### src/rtl/store_unit_if.sv
// Store unit bus bundle: issue side from the register-read stage and the
// request/acknowledge side towards data memory.
interface store_unit_if #(
    parameter int ADDR_W = 32,
    parameter int DEPTH  = 4
);
    localparam int CNT_W = $clog2(DEPTH) + 1;

    logic              issue_valid;
    logic              issue_ready;
    logic [31:0]       instruction;
    logic [31:0]       Read_data1;
    logic [31:0]       Read_data2;
    logic              mem_req;
    logic [ADDR_W-1:0] mem_addr;
    logic [31:0]       mem_wdata;
    logic [3:0]        mem_be;
    logic              mem_ack;
    logic              store_fault;
    logic [ADDR_W-1:0] fault_addr;
    logic [CNT_W-1:0]  buf_count;

    // Store unit side
    modport slave (
        input  issue_valid, instruction, Read_data1, Read_data2, mem_ack,
        output issue_ready, mem_req, mem_addr, mem_wdata, mem_be,
               store_fault, fault_addr, buf_count
    );

    // Pipeline / memory side
    modport master (
        output issue_valid, instruction, Read_data1, Read_data2, mem_ack,
        input  issue_ready, mem_req, mem_addr, mem_wdata, mem_be,
               store_fault, fault_addr, buf_count
    );
endinterface

### src/rtl/store_unit.sv
// SB/SH/SW store datapath: effective address, byte-lane data/enables,
// store buffer FIFO and a req/ack drain state machine towards data memory.
//
//   state | meaning
//   IDLE  | no request outstanding, waiting for a buffered store
//   REQ   | head entry presented on mem_req, waiting for mem_ack
module store_unit #(
    parameter int ADDR_W     = 32,
    parameter int DEPTH      = 4,
    parameter bit BIG_ENDIAN = 1'b0
) (
    input logic         clk,
    input logic         reset,
    store_unit_if.slave bus
);
    localparam int PTR_W = $clog2(DEPTH);
    localparam int CNT_W = PTR_W + 1;
    localparam logic [5:0] OP_SB = 6'h28;
    localparam logic [5:0] OP_SH = 6'h29;
    localparam logic [5:0] OP_SW = 6'h2B;

    typedef enum logic {IDLE, REQ} state_t;

    state_t            state_q, state_d;
    logic [PTR_W-1:0]  wr_ptr_q, rd_ptr_q;
    logic [CNT_W-1:0]  count_q;
    logic              fault_q;
    logic [ADDR_W-1:0] fault_addr_q;

    logic [ADDR_W-1:0] addr_mem [DEPTH];
    logic [31:0]       data_mem [DEPTH];
    logic [3:0]        be_mem   [DEPTH];

    logic [5:0]        opcode;
    logic signed [15:0] imm;
    logic [ADDR_W-1:0] ea;
    logic [1:0]        lane;
    logic              is_store;
    logic              misaligned;
    logic [31:0]       st_data;
    logic [3:0]        st_be;
    logic              accept;
    logic              enq;
    logic              pop;
    logic              fault_d;
    logic              unused_instr_bits;

    assign unused_instr_bits = ^bus.instruction[25:16];

    // Decode, effective address and byte-lane generation for the issued store
    always_comb begin
        opcode     = bus.instruction[31:26];
        imm        = signed'(bus.instruction[15:0]);
        ea         = bus.Read_data1[ADDR_W-1:0] + ADDR_W'(imm);
        // big-endian lane is 3-k, which for two bits is the bitwise inverse
        lane       = BIG_ENDIAN ? ~ea[1:0] : ea[1:0];
        is_store   = 1'b0;
        misaligned = 1'b0;
        st_data    = bus.Read_data2;
        st_be      = 4'b0000;
        case (opcode)
            OP_SB: begin
                is_store = 1'b1;
                st_data  = {4{bus.Read_data2[7:0]}};
                st_be    = 4'b0001 << lane;
            end
            OP_SH: begin
                is_store   = 1'b1;
                misaligned = ea[0];
                st_data    = {2{bus.Read_data2[15:0]}};
                st_be      = (ea[1] ^ BIG_ENDIAN) ? 4'b1100 : 4'b0011;
            end
            OP_SW: begin
                is_store   = 1'b1;
                misaligned = |ea[1:0];
                st_be      = 4'b1111;
            end
            default: ;
        endcase
    end

    assign bus.issue_ready = (count_q != CNT_W'(DEPTH));
    assign accept          = bus.issue_valid & bus.issue_ready;
    assign enq             = accept & is_store & ~misaligned;
    assign fault_d         = accept & is_store & misaligned;
    assign pop             = (state_q == REQ) & bus.mem_ack;

    // Pointers, occupancy, fault pulse and drain state register
    always_ff @(posedge clk or negedge reset) begin
        if (!reset) begin
            state_q      <= IDLE;
            wr_ptr_q     <= '0;
            rd_ptr_q     <= '0;
            count_q      <= '0;
            fault_q      <= 1'b0;
            fault_addr_q <= '0;
        end else begin
            state_q <= state_d;
            if (enq) wr_ptr_q <= wr_ptr_q + PTR_W'(1);
            if (pop) rd_ptr_q <= rd_ptr_q + PTR_W'(1);
            count_q <= count_q + CNT_W'(enq) - CNT_W'(pop);
            fault_q <= fault_d;
            if (fault_d) fault_addr_q <= ea;
        end
    end

    // Buffer storage; contents need no reset since occupancy gates their use
    always_ff @(posedge clk) begin
        if (enq) begin
            addr_mem[wr_ptr_q] <= {ea[ADDR_W-1:2], 2'b00};
            data_mem[wr_ptr_q] <= st_data;
            be_mem[wr_ptr_q]   <= st_be;
        end
    end

    // Drain next-state: REQ holds the head until acked, leaves when it popped the last entry
    always_comb begin
        state_d = state_q;
        case (state_q)
            IDLE: if (count_q != '0) state_d = REQ;
            REQ:  if (bus.mem_ack && count_q <= CNT_W'(1)) state_d = IDLE;
            default: state_d = IDLE;
        endcase
    end

    assign bus.mem_req     = (state_q == REQ);
    assign bus.mem_addr    = addr_mem[rd_ptr_q];
    assign bus.mem_wdata   = data_mem[rd_ptr_q];
    assign bus.mem_be      = be_mem[rd_ptr_q];
    assign bus.store_fault = fault_q;
    assign bus.fault_addr  = fault_addr_q;
    assign bus.buf_count   = count_q;
endmodule

### src/flat_wrapper.sv
// flat-port wrapper written by rule: the top's interface ports become plain ports
module store_unit_flat 
#(
    parameter int ADDR_W     = 32,
    parameter int DEPTH      = 4,
    parameter bit BIG_ENDIAN = 1'b0
)
  (clk, reset, bus_issue_valid, bus_instruction, bus_Read_data1, bus_Read_data2, bus_mem_ack, bus_issue_ready, bus_mem_req, bus_mem_addr, bus_mem_wdata, bus_mem_be, bus_store_fault, bus_fault_addr, bus_buf_count);
  store_unit_if #(.ADDR_W(ADDR_W), .DEPTH(DEPTH)) bus_i ();
  input logic clk;
  input logic reset;
  input wire logic [$bits(bus_i.issue_valid)-1:0] bus_issue_valid;
  input wire logic [$bits(bus_i.instruction)-1:0] bus_instruction;
  input wire logic [$bits(bus_i.Read_data1)-1:0] bus_Read_data1;
  input wire logic [$bits(bus_i.Read_data2)-1:0] bus_Read_data2;
  input wire logic [$bits(bus_i.mem_ack)-1:0] bus_mem_ack;
  output wire logic [$bits(bus_i.issue_ready)-1:0] bus_issue_ready;
  output wire logic [$bits(bus_i.mem_req)-1:0] bus_mem_req;
  output wire logic [$bits(bus_i.mem_addr)-1:0] bus_mem_addr;
  output wire logic [$bits(bus_i.mem_wdata)-1:0] bus_mem_wdata;
  output wire logic [$bits(bus_i.mem_be)-1:0] bus_mem_be;
  output wire logic [$bits(bus_i.store_fault)-1:0] bus_store_fault;
  output wire logic [$bits(bus_i.fault_addr)-1:0] bus_fault_addr;
  output wire logic [$bits(bus_i.buf_count)-1:0] bus_buf_count;
  assign bus_i.issue_valid = bus_issue_valid;
  assign bus_i.instruction = bus_instruction;
  assign bus_i.Read_data1 = bus_Read_data1;
  assign bus_i.Read_data2 = bus_Read_data2;
  assign bus_i.mem_ack = bus_mem_ack;
  assign bus_issue_ready = bus_i.issue_ready;
  assign bus_mem_req = bus_i.mem_req;
  assign bus_mem_addr = bus_i.mem_addr;
  assign bus_mem_wdata = bus_i.mem_wdata;
  assign bus_mem_be = bus_i.mem_be;
  assign bus_store_fault = bus_i.store_fault;
  assign bus_fault_addr = bus_i.fault_addr;
  assign bus_buf_count = bus_i.buf_count;
  store_unit #(.ADDR_W(ADDR_W), .DEPTH(DEPTH), .BIG_ENDIAN(BIG_ENDIAN)) u_core (.clk(clk), .reset(reset), .bus(bus_i));
endmodule
### config.mk
export PLATFORM = sky130hd
export DESIGN_NAME = store_unit_flat
export DESIGN_NICKNAME = d
export VERILOG_FILES = /design/src/rtl/store_unit_if.sv /design/src/rtl/store_unit.sv /design/src/flat_wrapper.sv
export SDC_FILE = /design/constraint.sdc
export NUM_CORES = 1
export LEC_CHECK = 0
export CAP_MARGIN = 20
export CORE_UTILIZATION = 45
export CTS_BUF_LIST = sky130_fd_sc_hd__clkbuf_4 sky130_fd_sc_hd__clkbuf_8 sky130_fd_sc_hd__clkbuf_16
export DETAILED_ROUTE_END_ITERATION = 8
export PLACE_DENSITY = 0.69
export SYNTH_ARGS = -nofsm -noshare
export SYNTH_HDL_FRONTEND = slang
export SYNTH_SLANG_ARGS = --single-unit
### constraint.sdc
create_clock -name clk -period 4.4 [get_ports clk]
set_input_delay 0.66 -clock clk [delete_from_list [all_inputs] [get_ports clk]]
set_output_delay 0.66 -clock clk [all_outputs]
set_load 0.02 [all_outputs]
==> results.json <==
{
  "synth_compound_area_frac": 0.0529,
  "power_mw": 9.45,
  "cap_violations": 0,
  "hp-class": "in2async",
  "end_kind": "primary output",
  "clockBufferDepth": 3,
  "grt_pass1_wl_mm": 45.4,
  "detail-route-antenna-nets": 0,
  "syn_to_final_growth_pct": 27.8,
  "n_antenna_cell": 0,
  "grt_overflow": 0,
  "track_usage": 0.196,
  "wl_per_cell_um": 20.7,
  "rows": 62,
  "dp.final_hpwl_mm": 19.7,
  "ios": 206,
  "cts_buffers": 31,
  "arrival_ps": 2870,
  "synthSimpleGateAreaFrac": 0.0524,
  "portBuffers": 193,
  "core_area_um2": 28900,
  "root_buffer": "clkbuf_16",
  "num-nets-final": 1151,
  "regArea_um2": 8960,
  "grt_pass1_vias": 7980,
  "synthMuxAreaShare": 0.143,
  "synth_edf_count": 264,
  "crit_type": "reg2out",
  "post-route-period-util": 0.803,
  "outcome": "complete, no violations",
  "fp.dieArea_um2": 30200,
  "place_area_um2": 15800,
  "syn_avg_cell_area_um2": 16.7,
  "fmax_ghz": 0.283,
  "die_w_um": 174,
  "netlist_instances": 793,
  "synth_top_family_by_area": "multiplexers",
  "synthTopCellsByArea": "edfxtp_1, mux4_2, dfrtp_1",
  "slew-limit-headroom": 0.472,
  "synthDistinctLibCells": 57,
  "period_needed_ps": 3530,
  "drive_gt1_frac": 0.180,
  "gp_congestion": 0.809,
  "die_h_um": 174,
  "start_util": 0.460,
  "initialDrtViolationCount": 504,
  "insertion_delay_ps": 540,
  "worst_pin_slew_ps": 790,
  "cp.required_ps": 3740,
  "firstDrtPassIters": 5,
  "ys_ff_latch": 305,
  "cts_tree": "built",
  "synth-async-reset-ratio": 0.134,
  "ys_seq_area_frac": 0.675,
  "startpoint_type": "flop",
  "dp_slack_ps": 419,
  "grt_max_degree": 40,
  "drt_wl_total_mm": 29.4,
  "timing_max_transition_violations_final": 0,
  "antenna_found_initial": 0,
  "n_fill_cell": 2239,
  "path_max_fanout": 25,
  "setup_viol": 0,
  "synth.most_common_cell": "edfxtp_1",
  "leakagePower_nw": 6.08,
  "routed-via-count": 7700,
  "drc": 0,
  "rsz0062_at_grt": "no",
  "p_per_area_nw_per_um2": 558,
  "h-tree-depth": 1,
  "synth_common_cells": "edfxtp_1, nand2_1, mux4_2",
  "cts_num_sinks": 305,
  "timing.final.ws_setup_ps": 865,
  "cts_resized": 0,
  "finalClockSkew_ps": 15.2,
  "peakVddDrop_mv": 0.298,
  "synth_xor_area_frac": 0.0211,
  "syn-cell-area_um2": 13300,
  "multi_input_area_um2": 4120,
  "stdcell_area_um2": 17000,
  "fin_tns_setup_ps": 0,
  "via_per_inst": 5.43,
  "synth_top_area_frac": 0.598,
  "yosysWarnings": 0,
  "synth_adder_area_share": 0.0398,
  "synth_top_flop_cell": "edfxtp_1",
  "synth.largest_area_cell": "edfxtp_1",
  "clkTransAtPathRegs_ps": 60,
  "finalHoldViolCount": 0
}
metrics by stage:
| step | hold slack (ps) | utilization | cells |
|---|---|---|---|
| floorplan | 364 | - | 794 |
| global placement | 454 | 0.548 | 1360 |
| detailed placement | 457 | 0.548 | 1360 |
| CTS | 418 | 0.587 | 1418 |
| global route | 433 | 0.587 | 1418 |
| finish | 443 | 0.587 | 1418 |
power breakdown:
group          total [mW]  internal (mW)  switching, mW
Clock                2.87           1.81           1.06
Sequential           3.50           3.35          0.152
Combinational        3.08           1.54           1.55
Total                9.45           6.70           2.75
kinds of logic after synthesis:
family | count (synthesis)
simple gates | 154
flops | 305
xor+xnor | 32
mux | 103
other cells | 1
fa+ha+maj | 41
compound gates | 107
buf+inv | 50
area by class of cell:
type,count,share of cell area
Timing Repair Buffer,216,0.129
Inverter,17,0.00376
Clock buffer,42,0.0521
Multi-Input combinational cell,439,0.243
Clock inverter,15,0.0154
Sequential cell,305,0.528
Tap cell,384,0.0283
registers in the layout, indices dropped and copies added, names as in the netlist:
name / cells
u_core.be_mem: 16
u_core.rd_ptr_q: 2
u_core.bus.mem_req: 1
u_core.wr_ptr_q: 2
u_core.data_mem: 128
u_core.addr_mem: 120
u_core.bus.store_fault: 1
u_core.bus.fault_addr: 32
u_core.bus.buf_count: 3
critical path: stages (launching register included):
cell and delay, ps:
dfrtp_4 770, buf_4 430, mux4_2 570, clkdlybuf4s50_1 560
repair_timing:
| item | 4_1_cts | 5_1_grt |
|---|---|---|
| hold buffers | 1 | 0 |
| endpoints found under the hold margin | 2 | 0 |
| setup buffers | 0 | 0 |
path summary, 6_finish.rpt:
path | startpoint | endpoint | slack [ps] | cells after the start
hold reg to reg | u_core.bus.fault_addr[27] | u_core.bus.fault_addr[27] | 480 | 2
setup reg to reg | u_core.bus.buf_count[1] | u_core.addr_mem[1][18] | 2120 | 7
setup / recovery | u_core.rd_ptr_q[0] | bus_mem_wdata[22] | 870 | 3
min in group clk | u_core.bus.fault_addr[27] | u_core.bus.fault_addr[27] | 480 | 2
max in group asynchronous | reset | u_core.rd_ptr_q[1] | 3180 | 3
hold / removal | reset | u_core.rd_ptr_q[0] | 440 | 2
routing by layer:
layer | global-route usage | up-vias | wire length [um]
met1 | 0.257 | 3866 | 12300
met4 | 0.0504 | 0 | 599
met3 | 0.0414 | 40 | 1970
met2 | 0.335 | 251 | 14500
li1 | - | 3543 | -
met5 | 0 | - | 0
layout by cell type (no fill, tap or decap), drive strengths merged, types with 2 or more instances in the layout:
cell,Yosys,final
edfxtp,264,264
clkdlybuf4s50,0,192
nand2,91,91
mux4,66,66
clkbuf,19,42
dfrtp,41,41
ha,39,39
a21oi,36,36
mux2,27,27
o21ai,26,26
buf,14,23
xnor2,18,18
inv,17,17
nor2,16,16
xor2,14,14
a21o,11,11
mux2i,10,10
nand3,9,9
and2,9,9
nand4,7,7
a31oi,7,7
bufinv,0,7
a211oi,6,6
clkinv,0,6
nor3,4,4
o21bai,4,4
and3,3,3
o31ai,3,3
or3,3,3
nor4,2,2
o22a,2,2
nor2b,2,2
nor3b,2,2
a31o,2,2
fa,2,2
conb,1,2
clkinvlp,0,2
Power figures use the tool's default switching activity.
